### config.mk
export PLATFORM = sky130hd
export DESIGN_NAME = ram_copy_engine
export DESIGN_NICKNAME = d
export VERILOG_FILES = /design/src/rtl/ram_copy_engine.sv
export SDC_FILE = /design/constraint.sdc
export NUM_CORES = 1
export LEC_CHECK = 0
export ABC_AREA = 0
export BUFFER_PORTS_ARGS = -buffer_cell sky130_fd_sc_hd__buf_2
export CAP_MARGIN = 25
export CORE_ASPECT_RATIO = 0.7
export CORE_MARGIN = 2
export CORE_UTILIZATION = 45
export DETAILED_ROUTE_END_ITERATION = 7
export PLACE_DENSITY = 0.7
export SETUP_SLACK_MARGIN = 0.3
export SLEW_MARGIN = 15
export SYNTH_ARGS = -nofsm -noshare
export SYNTH_HDL_FRONTEND = slang
export SYNTH_SLANG_ARGS = --single-unit
### constraint.sdc
create_clock -name clk -period 1.9 [get_ports clk]
set_input_delay 0.095 -clock clk [delete_from_list [all_inputs] [get_ports clk]]
set_output_delay 0.095 -clock clk [all_outputs]
set_load 0.01 [all_outputs]
### src/rtl/ram_copy_engine.sv
// Word-by-word RAM copy engine: READ/WRITE pair per word (2*len busy cycles),
// or WRITE-only constant fill (len cycles) when built with RAM_COPY_FILL_EN.
module ram_copy_engine #(
  parameter int ADDR_W = 12,
  parameter int DATA_W = 16
) (
  input  logic              clk,
  input  logic              rst_n,
  input  logic              start,
  input  logic [ADDR_W-1:0] src,
  input  logic [ADDR_W-1:0] dst,
  input  logic [ADDR_W:0]   len,
`ifdef RAM_COPY_FILL_EN
  input  logic              fill,
  input  logic [DATA_W-1:0] fill_value,
`endif
  input  logic [DATA_W-1:0] mem_out,
  output logic              busy,
  output logic              done,
  output logic [ADDR_W-1:0] mem_addr,
  output logic [DATA_W-1:0] mem_in,
  output logic              mem_load
);

  typedef enum logic [1:0] {
    IDLE  = 2'd0,
    READ  = 2'd1,
    WRITE = 2'd2
  } state_t;

  localparam logic [ADDR_W:0]   CNT_ONE = {{ADDR_W{1'b0}}, 1'b1};
  localparam logic [ADDR_W-1:0] PTR_ONE = {{(ADDR_W-1){1'b0}}, 1'b1};

  logic              fill_sel;
  logic [DATA_W-1:0] fill_val;

`ifdef RAM_COPY_FILL_EN
  assign fill_sel = fill;
  assign fill_val = fill_value;
`else
  assign fill_sel = 1'b0;
  assign fill_val = '0;
`endif

  state_t            state_q,    state_d;
  logic [ADDR_W-1:0] src_ptr_q,  src_ptr_d;
  logic [ADDR_W-1:0] dst_ptr_q,  dst_ptr_d;
  logic [ADDR_W:0]   cnt_q,      cnt_d;
  logic [DATA_W-1:0] data_q,     data_d;
  logic              fill_q,     fill_d;
  logic [DATA_W-1:0] fill_val_q, fill_val_d;
  logic              busy_q,     busy_d;
  logic              done_q,     done_d;
  logic [ADDR_W-1:0] mem_addr_q, mem_addr_d;
  logic [DATA_W-1:0] mem_in_q,   mem_in_d;
  logic              mem_load_q, mem_load_d;

  always_comb begin
    state_d    = state_q;
    src_ptr_d  = src_ptr_q;
    dst_ptr_d  = dst_ptr_q;
    cnt_d      = cnt_q;
    data_d     = data_q;
    fill_d     = fill_q;
    fill_val_d = fill_val_q;
    done_d     = 1'b0;

    unique case (state_q)
      IDLE: begin
        if (start) begin
          if (len == '0) begin
            done_d = 1'b1;
          end else begin
            src_ptr_d  = src;
            dst_ptr_d  = dst;
            cnt_d      = len;
            fill_d     = fill_sel;
            fill_val_d = fill_val;
            state_d    = fill_sel ? WRITE : READ;
          end
        end
      end
      READ: begin
        data_d  = mem_out;
        state_d = WRITE;
      end
      WRITE: begin
        src_ptr_d = src_ptr_q + PTR_ONE;
        dst_ptr_d = dst_ptr_q + PTR_ONE;
        cnt_d     = cnt_q - CNT_ONE;
        if (cnt_q == CNT_ONE) begin
          state_d = IDLE;
          done_d  = 1'b1;
        end else begin
          state_d = fill_q ? WRITE : READ;
        end
      end
      default: state_d = IDLE;
    endcase
  end

  // Outputs are registered, so they are derived from the state being entered.
  always_comb begin
    busy_d     = (state_d != IDLE);
    mem_load_d = (state_d == WRITE);
    mem_addr_d = '0;
    mem_in_d   = '0;
    if (state_d == READ) begin
      mem_addr_d = src_ptr_d;
    end else if (state_d == WRITE) begin
      mem_addr_d = dst_ptr_d;
      mem_in_d   = fill_d ? fill_val_d : data_d;
    end
  end

  always_ff @(posedge clk) begin
    if (!rst_n) begin
      state_q    <= IDLE;
      src_ptr_q  <= '0;
      dst_ptr_q  <= '0;
      cnt_q      <= '0;
      data_q     <= '0;
      fill_q     <= 1'b0;
      fill_val_q <= '0;
      busy_q     <= 1'b0;
      done_q     <= 1'b0;
      mem_addr_q <= '0;
      mem_in_q   <= '0;
      mem_load_q <= 1'b0;
    end else begin
      state_q    <= state_d;
      src_ptr_q  <= src_ptr_d;
      dst_ptr_q  <= dst_ptr_d;
      cnt_q      <= cnt_d;
      data_q     <= data_d;
      fill_q     <= fill_d;
      fill_val_q <= fill_val_d;
      busy_q     <= busy_d;
      done_q     <= done_d;
      mem_addr_q <= mem_addr_d;
      mem_in_q   <= mem_in_d;
      mem_load_q <= mem_load_d;
    end
  end

  assign busy     = busy_q;
  assign done     = done_q;
  assign mem_addr = mem_addr_q;
  assign mem_in   = mem_in_q;
  assign mem_load = mem_load_q;

endmodule

; ---- Word level (Yosys, flattened, before mapping)
; Cells that the tools add are included.
[word_totals]
register_bits = 103
latch_bits = 0
ramBits = 0
mem_bits_ro = 0
inputBits = 56
output_inout_bits = 31
wordCells = 58
n_memories = 0
[classes]
add_sub_neg = 3
multipliers = 0
n_div = 0
magnitude_cmp = 0
n_eq_ne = 7
shift = 0
n_mux = 28
n_bitwise = 2
n_reduce_logical = 6
[ops]
columns = operator, count
row1 = two-way mux 16 bit, 5
row2 = two-way mux 12 bit, 6
row3 = case mux 12 bit (2 select lines), 2
row4 = two-way mux 13 bit, 2
row5 = case mux 13 bit (2 select lines), 1
row6 = adder 12 x 1 -> 12 bit (second input constant), 2
row7 = equality test 13 x 1 -> 1 bit (second input constant), 1
row8 = zero test 13 bit, 1
row9 = subtractor 13 x 1 -> 13 bit (second input constant), 1
row10 = two-way mux 2 bit, 4
row11 = two-way mux 1 bit, 6
row12 = case mux 2 bit (3 select lines), 1
row13 = equality test 2 x 1 -> 1 bit (second input constant), 2
row14 = equality test 2 bit (second input constant), 2
row15 = inequality test 2 bit (second input constant), 2
row16 = nonzero test 2 bit, 2
row17 = AND reduction 3 bit, 1
row18 = OR reduction 3 bit, 1
row19 = zero test 2 bit, 1
row20 = NOT 1 bit, 2
row21 = case mux 1 bit (2 select lines), 1

; ---- Longest topological paths before layout
; Gate-level depths: netlist of the first run.
[logic_depth]
depth_word = 7
ltp_mapped = 9
ltp_nobuf = 9

; ---- Worst setup path after synthesis of the first run
; Ideal clock, no wire load.
[synth_timing]
kind = register -> register
startpoint = register cnt_q[0]
endpoint = register mem_addr_q[11], in the netlist mem_addr[11]
setup_time_ns = 0.117
arrival_ns = 1.939
required_ns = 1.783
slack_ns = -0.156
path_stages_with_launch = 8
path_buffers = 0
period_less_slack_ns = 2.056
cell_sequence = dfxtp_1 > ha_1 > or4b_4 > o41ai_4 > o22ai_2 > nand2_2 > inv_2 > a32o_1
[synth_between]
elab_chain_cells = 6
elab_cells_between_ends = 7
classes_between = 3 x eq/ne / 4 x mux
[synth_lines]
columns = item, line_no
row1 = "start, declared", 48  ; logic [ADDR_W:0] cnt_q, cnt_d;
row2 = "start signal, assigned", 134  ; cnt_q <= cnt_d;
row3 = equality test 13 x 1 -> 1 bit *, 91  ; if (cnt_q == CNT_ONE) begin
row4 = two-way mux 2 bit *, 91
row5 = case mux 2 bit (3 select lines) *, 68  ; unique case (state_q)
row6 = equality test 2 bit, 110  ; end else if (state_d == WRITE) begin
row7 = two-way mux 12 bit, 110
row8 = two-way mux 12 bit *, 108  ; if (state_d == READ) begin
row9 = "end signal, assigned", 140  ; mem_addr_q <= mem_addr_d;
row10 = "end, declared", 54  ; logic [ADDR_W-1:0] mem_addr_q, mem_addr_d;
; Every way passes the cells marked *; elsewhere a longest branch is shown, timed or not.
; A chain may end at the register's enable or synchronous reset.

; ---- Worst setup path after layout of the first run
[layout_timing]
startpoint = register cnt_q[1]
endpoint = register mem_addr_q[2], in the netlist mem_addr[2]
; The elaborated chain is that of the path after synthesis.

==> flow_summary.toml, run 1 <==
[routing]
drt_wl_total_um = 15900
viasPerCell = 5.88
wire_per_inst_um = 19.2
first_iter_violations = 504
vias = 4873
drt_first_pass_iters = 5
ant_nets = 0
drc_errors = 0

[yosys]
synth_area_um2 = 4520
synthTopCellsByArea = "dfxtp_1, nor2_1, mux2i_1"
ys_types = 69
synth_nets = 575
synth_area_per_cell_um2 = 8.77
synth_most_common_cell = "dfxtp_1"
seq_area_frac_synth_pct = 45.7
synthArstFlopShare_pct = 0
syn_inst = 515
synth_top_area_share_pct = 45.7
synth-edff-count = 0
ys_top_cells_by_count = "dfxtp_1, nor2_1, nand2_1"
ys_ff_latch = 103
synth_area_leader_cell = "dfxtp_1"
synthFlopType = "dfxtp_1"
yosys_warnings = 0

[critical_path]
critPathMaxStageDelay_ns = 0.47
endpoint_kind = "register"
path_common_cell = "buf_6"
path_cells = "inv_2 > ha_4 > or4b_4 > o41ai_4 > buf_6 > buf_6 > nor3_1 > or3_1"
cp_data_arrival_time_ns = 2.33
cp_slowest_cell = "or4b_4"
path_class = "register to register"
regToRegStartpoint = "cnt_q[1]$_SDFFE_PN0P_"
crit_path_end = "mem_addr[2]$_SDFF_PN0_"
worstPathRequired_ns = 2.13
worst_r2r_path_depth = 8
crit_fanout = 4
rrSetupSlack_ns = -0.21
worstSetupStartpointType = "register"
worstReg2RegEnd = "mem_addr[2]$_SDFF_PN0_"
startpoint = "cnt_q[1]$_SDFFE_PN0P_"

[layout]
fill_cells = 691
synthToLayoutAreaGrowth_pct = 52.7
fin_util_pct = 70.9
drive_gt1_share_pct = 44.8
nets = 756
antenna_cells = 0

[status]
outcome = "finished with violations"
violations = "setup timing"

[die]
rows = 30
start_util_pct = 46.5
die-area_um2 = 10900
die_height_um = 87.8
io_pins = 87
core_um2 = 9720
fp.dieW_um = 124

[global_route]
global_route.usage.met3_pct = 5.53
top_usage_layer = "met2"
use_met1_pct = 36.1
grt_util_all_layers_pct = 27.0
gr-total-overflow = 0
antenna_found_initial = 0
grt_max_degree = 34
grt_pass1_vias = 4563
grt_pass1_wl_um = 22700
use_met2_pct = 44.2

[place]
dpl_worst_slack_ns = -0.188
gp_congestion = 0.962
dpl.hpwl_um = 9760
numPortBuffers = 86

[job]
max_cap_violations = 0

[timing]
fin_ws_ns = -0.205
skew_ns = 0.00662
relSlewSlack_pct = 60.6
hold_ws_ns = 0.0141
fmax_mhz = 475
rsz0062_at_grt = "yes"
hold_viol = 0
setup_violations = 31
tightest_slew_ns = 0.591
timing_max_transition_violations_final = 0
period_needed_ns = 2.11
period_share_pct = 111

[power_and_ir_drop]
leakage_uw = 0.00301
ir_drop_mv = 0.721
power_density_nw_per_um2 = 848

[clock_tree]
cts_max_level = 3
clk_latency_ns = 0.34
cts_tree = "done"
cts_inserted_buffers = 9
clk_pin_slew_ns = 0.07
cts.sinks = 103
clk_path_buf_depth = 2
clockRootBuffer = "clkbuf_16"

[min_path]
worstHoldPathType = "primary input to register"
-- layer usage --
metal  share of wire [%]  wire length [µm]  up-vias
met5                   0                 0        -
met3                 7.2              1140       35
li1                    -                 -     2255
met2                  47              7510      218
met1                  44              6920     2365
met4                 2.0               314        0
-- power breakdown --
group	internal [µW]	leakage (µW)	switching, µW
Sequential	2300	0.000848	126
Clock	1110	0.000153	835
Combinational	728	0.00201	748
-- worst max-delay path, delay by kind of cell (launching register included) --
kind | cells | cell delay (ns)
fa+ha+maj | 1 | 0.13
compound gates | 1 | 0.34
flops | 1 | 0.32
simple gates | 3 | 0.84
buf+inv | 3 | 0.36
-- final cells by class --
type / count / area [µm²] / share of cell area, %
clock buffers: 11 / 253 / 3.67
clock inverters: 5 / 63.8 / 0.925
inverters: 14 / 70.1 / 1.02
multi-input cells: 366 / 2760 / 40.1
flip-flops and latches: 103 / 2090 / 30.3
well taps: 128 / 160 / 2.32
repair buffers: 202 / 1500 / 21.7
-- state kept, by name, indices dropped and copies added, names as in the netlist --
| register | cells |
|---|---|
| data_q | 16 |
| fill_val_q | 16 |
| mem_in | 16 |
| cnt_q | 13 |
| dst_ptr_q | 12 |
| mem_addr | 12 |
| src_ptr_q | 12 |
| state_q | 2 |
| busy | 1 |
| done | 1 |
| fill_q | 1 |
| mem_load | 1 |
-- timing repair --
item | 4_1_cts | 5_1_grt
cloned | 0 | 3
hold buffers | 2 | 0
endpoints found under the hold margin | 2 | 0
gates resized for setup | 82 | 71
setup buffers | 17 | 16
setup endpoints to repair | 72 | 73
pin swaps | 36 | 43
-- cell usage in the layout, fill, tap and decap left out, types with 5 or more instances in the layout --
| master | instances |
|---|---|
| a211oi_1 | 19 |
| dfxtp_1 | 87 |
| o21ai_1 | 7 |
| o21ai_0 | 17 |
| nor3_2 | 8 |
| a21oi_1 | 20 |
| nor2_1 | 64 |
| nand4_1 | 6 |
| mux2i_1 | 17 |
| a31oi_1 | 5 |
| nand3_1 | 10 |
| inv_1 | 8 |
| o22ai_2 | 6 |
| nand2_1 | 36 |
| o211ai_1 | 5 |
| buf_4 | 80 |
| buf_6 | 27 |
| nor3_1 | 12 |
| and3_1 | 19 |
| clkbuf_16 | 11 |
| dfxtp_2 | 13 |
| buf_2 | 86 |
-- worst min-delay path by stage --
| stage | startpoint | end | slack, ns | cells past startpoint |
|---|---|---|---|---|
| 6_report | mem_out[7] | data_q[7]$_SDFF_PN0_ | 0.01 | 3 |
| 5_1_grt | mem_out[1] | data_q[1]$_SDFF_PN0_ | 0.03 | 3 |
| 4_1_cts | dst[10] | dst_ptr_q[10]$_SDFF_PN0_ | 0.007 | 3 |
| 3_5_place_dp | dst[9] | dst_ptr_q[9]$_SDFF_PN0_ | 0.34 | 2 |
| 3_3_place_gp | dst[2] | dst_ptr_q[2]$_SDFF_PN0_ | 0.34 | 3 |
| 2_1_floorplan | rst_n | src_ptr_q[2]$_SDFF_PN0_ | 0.22 | 2 |
-- cell families (layout without fill, tap and decap cells) --
logic type / Yosys count / in the layout / share of synthesized area (%)
AO/OA/AOI/OAI: 131 / 131 / 20.4
XOR/XNOR: 3 / 3 / 0.582
adder cells (fa/ha/maj): 4 / 4 / 1.11
buffers and inverters: 46 / 232 / 4.21
flip-flops: 103 / 103 / 45.7
multiplexers: 25 / 25 / 5.60
AND/OR/NAND/NOR: 203 / 203 / 22.4
-- per-stage QoR --
| stage | cells | cell area (µm²) | TNS (ns) | power (µW) |
|---|---|---|---|---|
| 3_5_place_dp | 775 | 5620 | -3.58 | 3460 |
| 4_1_cts | 810 | 6380 | -2.73 | 5580 |
| 2_1_floorplan | 515 | 4550 | -0.792 | 2990 |
| 3_3_place_gp | 775 | 5620 | -2.15 | 3440 |
| 6_report | 829 | 6900 | -4.40 | 5850 |
| 5_1_grt | 829 | 6900 | -6.11 | 6040 |
Power figures use the tool's default switching activity.
==> inputs of run 2 (changes only) <==
Settings changed: CORE_UTILIZATION 45 to 50, HOLD_SLACK_MARGIN set to 0.08, PLACE_DENSITY 0.7 to 0.76.
==> run 2 against run 1 <==
The run still ends with setup timing left. Fmax fell by 1.2%. Flip-flop and latch count stayed put. Final area is 1.7% lower. Routed wire length up 1.9%. Setup slack worse by 0.026 ns. First-iteration DRC count is 12% higher. Cell count fell by 1.3%. Clock-buffer cell count up 3. Sequential share of layout area increased by 0.54 points. Critical path type unchanged.
==> flow_summary.toml, run 2 (synthesis gave the netlist of run 1 again) <==
[timing]
tightest_slew_ns = 0.710
period_share_pct = 112
rsz0062_at_grt = "yes"
timing_max_transition_violations_final = 0
setup_violations = 30
skew_ns = 0.00754
relSlewSlack_pct = 52.7
hold_ws_ns = 0.0949
fmax_mhz = 469
period_needed_ns = 2.13
fin_ws_ns = -0.232
hold_viol = 0

[layout]
synthToLayoutAreaGrowth_pct = 50.0
nets = 753
antenna_cells = 0
fin_util_pct = 78.6
mostFrequentLayoutCell = "dfxtp_1"
drive_gt1_share_pct = 40.3
fin_area_um2 = 6780
most-common-layout-cells = "dfxtp_1, buf_2, nor2_1, buf_4, nand2_1"

[power_and_ir_drop]
power_frac_seq_pct = 43.7
p_switching_uw = 1650
leakage_uw = 0.00296
p_sw_share_pct = 29.7
ir_drop_mv = 0.586
p_int_uw = 3920
total_power_uw = 5570
power_density_nw_per_um2 = 822
pwr-share-comb_pct = 24.8
clockPowerShare_pct = 31.5

[place]
numPortBuffers = 86
dpl.hpwl_um = 9860
gp_congestion = 0.974
dpl_cell_area_um2 = 5550
dpl_worst_slack_ns = -0.177

[routing]
first_iter_violations = 565
drt_first_pass_iters = 5
vias = 5008
wire_per_inst_um = 19.8
drc_errors = 0
viasPerCell = 6.12
ant_nets = 0
drt_wl_total_um = 16200

[clock_tree]
cts_tree = "done"
cts.sinks = 103
clk_path_buf_depth = 2
clk_pin_slew_ns = 0.06
clockRootBuffer = "clkbuf_16"
cts_max_level = 3
clk_latency_ns = 0.35
cts_inserted_buffers = 9

[min_path]
worstHoldPathType = "primary input to register"

[global_route]
grt_max_degree = 34
grt_pass1_vias = 4601
grt_pass1_wl_um = 23400
antenna_found_initial = 0
gr-total-overflow = 0
grt_util_all_layers_pct = 29.7

[critical_path]
cp_slowest_cell = "or4b_4"
crit_fanout = 4
worstSetupStartpointType = "register"
cp_data_arrival_time_ns = 2.36
worstPathRequired_ns = 2.13
path_class = "register to register"
path_delay_family = "simple AND/OR/NAND/NOR gates"
endpoint_kind = "register"
path_cells = "inv_2 > ha_4 > or4b_4 > o41ai_4 > buf_4 > buf_6 > nor3_1 > or3_1"
critPathMaxStageDelay_ns = 0.46
critPathBufInv = 3

[die]
core_um2 = 8620
die_height_um = 83.5
fp.dieW_um = 118
die-area_um2 = 9820
start_util_pct = 52.4
io_pins = 87
rows = 28

[job]
max_cap_violations = 0

[status]
outcome = "finished with violations"
violations = "setup timing"
==> run 2: changes by cell type in the layout (fill, tap and decap cells not counted), sizes merged <==
cell / change
bufinv: -1
buf: -24
dlygate4sd3: +23
clkinvlp: -1
clkbuf: +1
clkinv: -1
==> run 2: stage by stage <==
step                      TNS, ns  std cells
after floorplan            -0.792        515
after global placement      -2.40        758
after detailed placement    -3.71        758
after CTS                   -2.62        807
after global routing        -6.19        818
final                       -4.91        818
==> run 2: what timing repair did <==
item / in CTS / in global routing
pin swaps: 13 / 18
hold buffers: 25 / 0
cloned: 0 / 1
endpoints found under the setup margin: 60 / 57
endpoints found under the hold margin: 25 / 0
buffers inserted: 8 / 10
resized for setup: 67 / 67
==> run 2: layer usage <==
metal / global-route usage [%] / wire [µm]
met2: 47.4 / 7450
met5: 0 / 0
met1: 39.0 / 6730
met3: 8.13 / 1470
met4: 9.97 / 536
==> run 2: tightest hold or removal path: cells and delay by family <==
kind | cells | cell delay [ns]
compound gates | 1 | 0.13
buf+inv | 1 | 0.08
simple gates | 1 | 0.11
==> run 2: layout make-up <==
| type | count | area, µm² |
|---|---|---|
| sequential | 103 | 2090 |
| clock buffer | 14 | 264 |
| multi-input combinational | 366 | 2720 |
| inverter | 14 | 57.6 |
| fill | 547 | 1840 |
| tap | 120 | 150 |
| clock inverter | 2 | 13.8 |
| timing repair buffer | 199 | 1480 |
==> run 2: final timing paths <==
check	startpoint	end	slack (ns)	cells past startpoint
setup reg to reg	cnt_q[1]$_SDFFE_PN0P_	mem_addr[2]$_SDFF_PN0_	-0.23	8
hold / removal	src[8]	src_ptr_q[8]$_SDFF_PN0_	0.09	3
setup / recovery	cnt_q[1]$_SDFFE_PN0P_	mem_addr[2]$_SDFF_PN0_	-0.23	8
hold reg to reg	fill_val_q[3]$_SDFF_PN0_	fill_val_q[3]$_SDFF_PN0_	0.48	1
==> run 2: power by group through the flow <==
stage	registers (µW)	logic [µW]	clock network (µW)
global route	2440	1460	1860
finish	2430	1380	1760
detailed placement	2440	1000	0
global placement	2440	979	0
floorplan	2450	541	0
CTS	2410	1180	1760
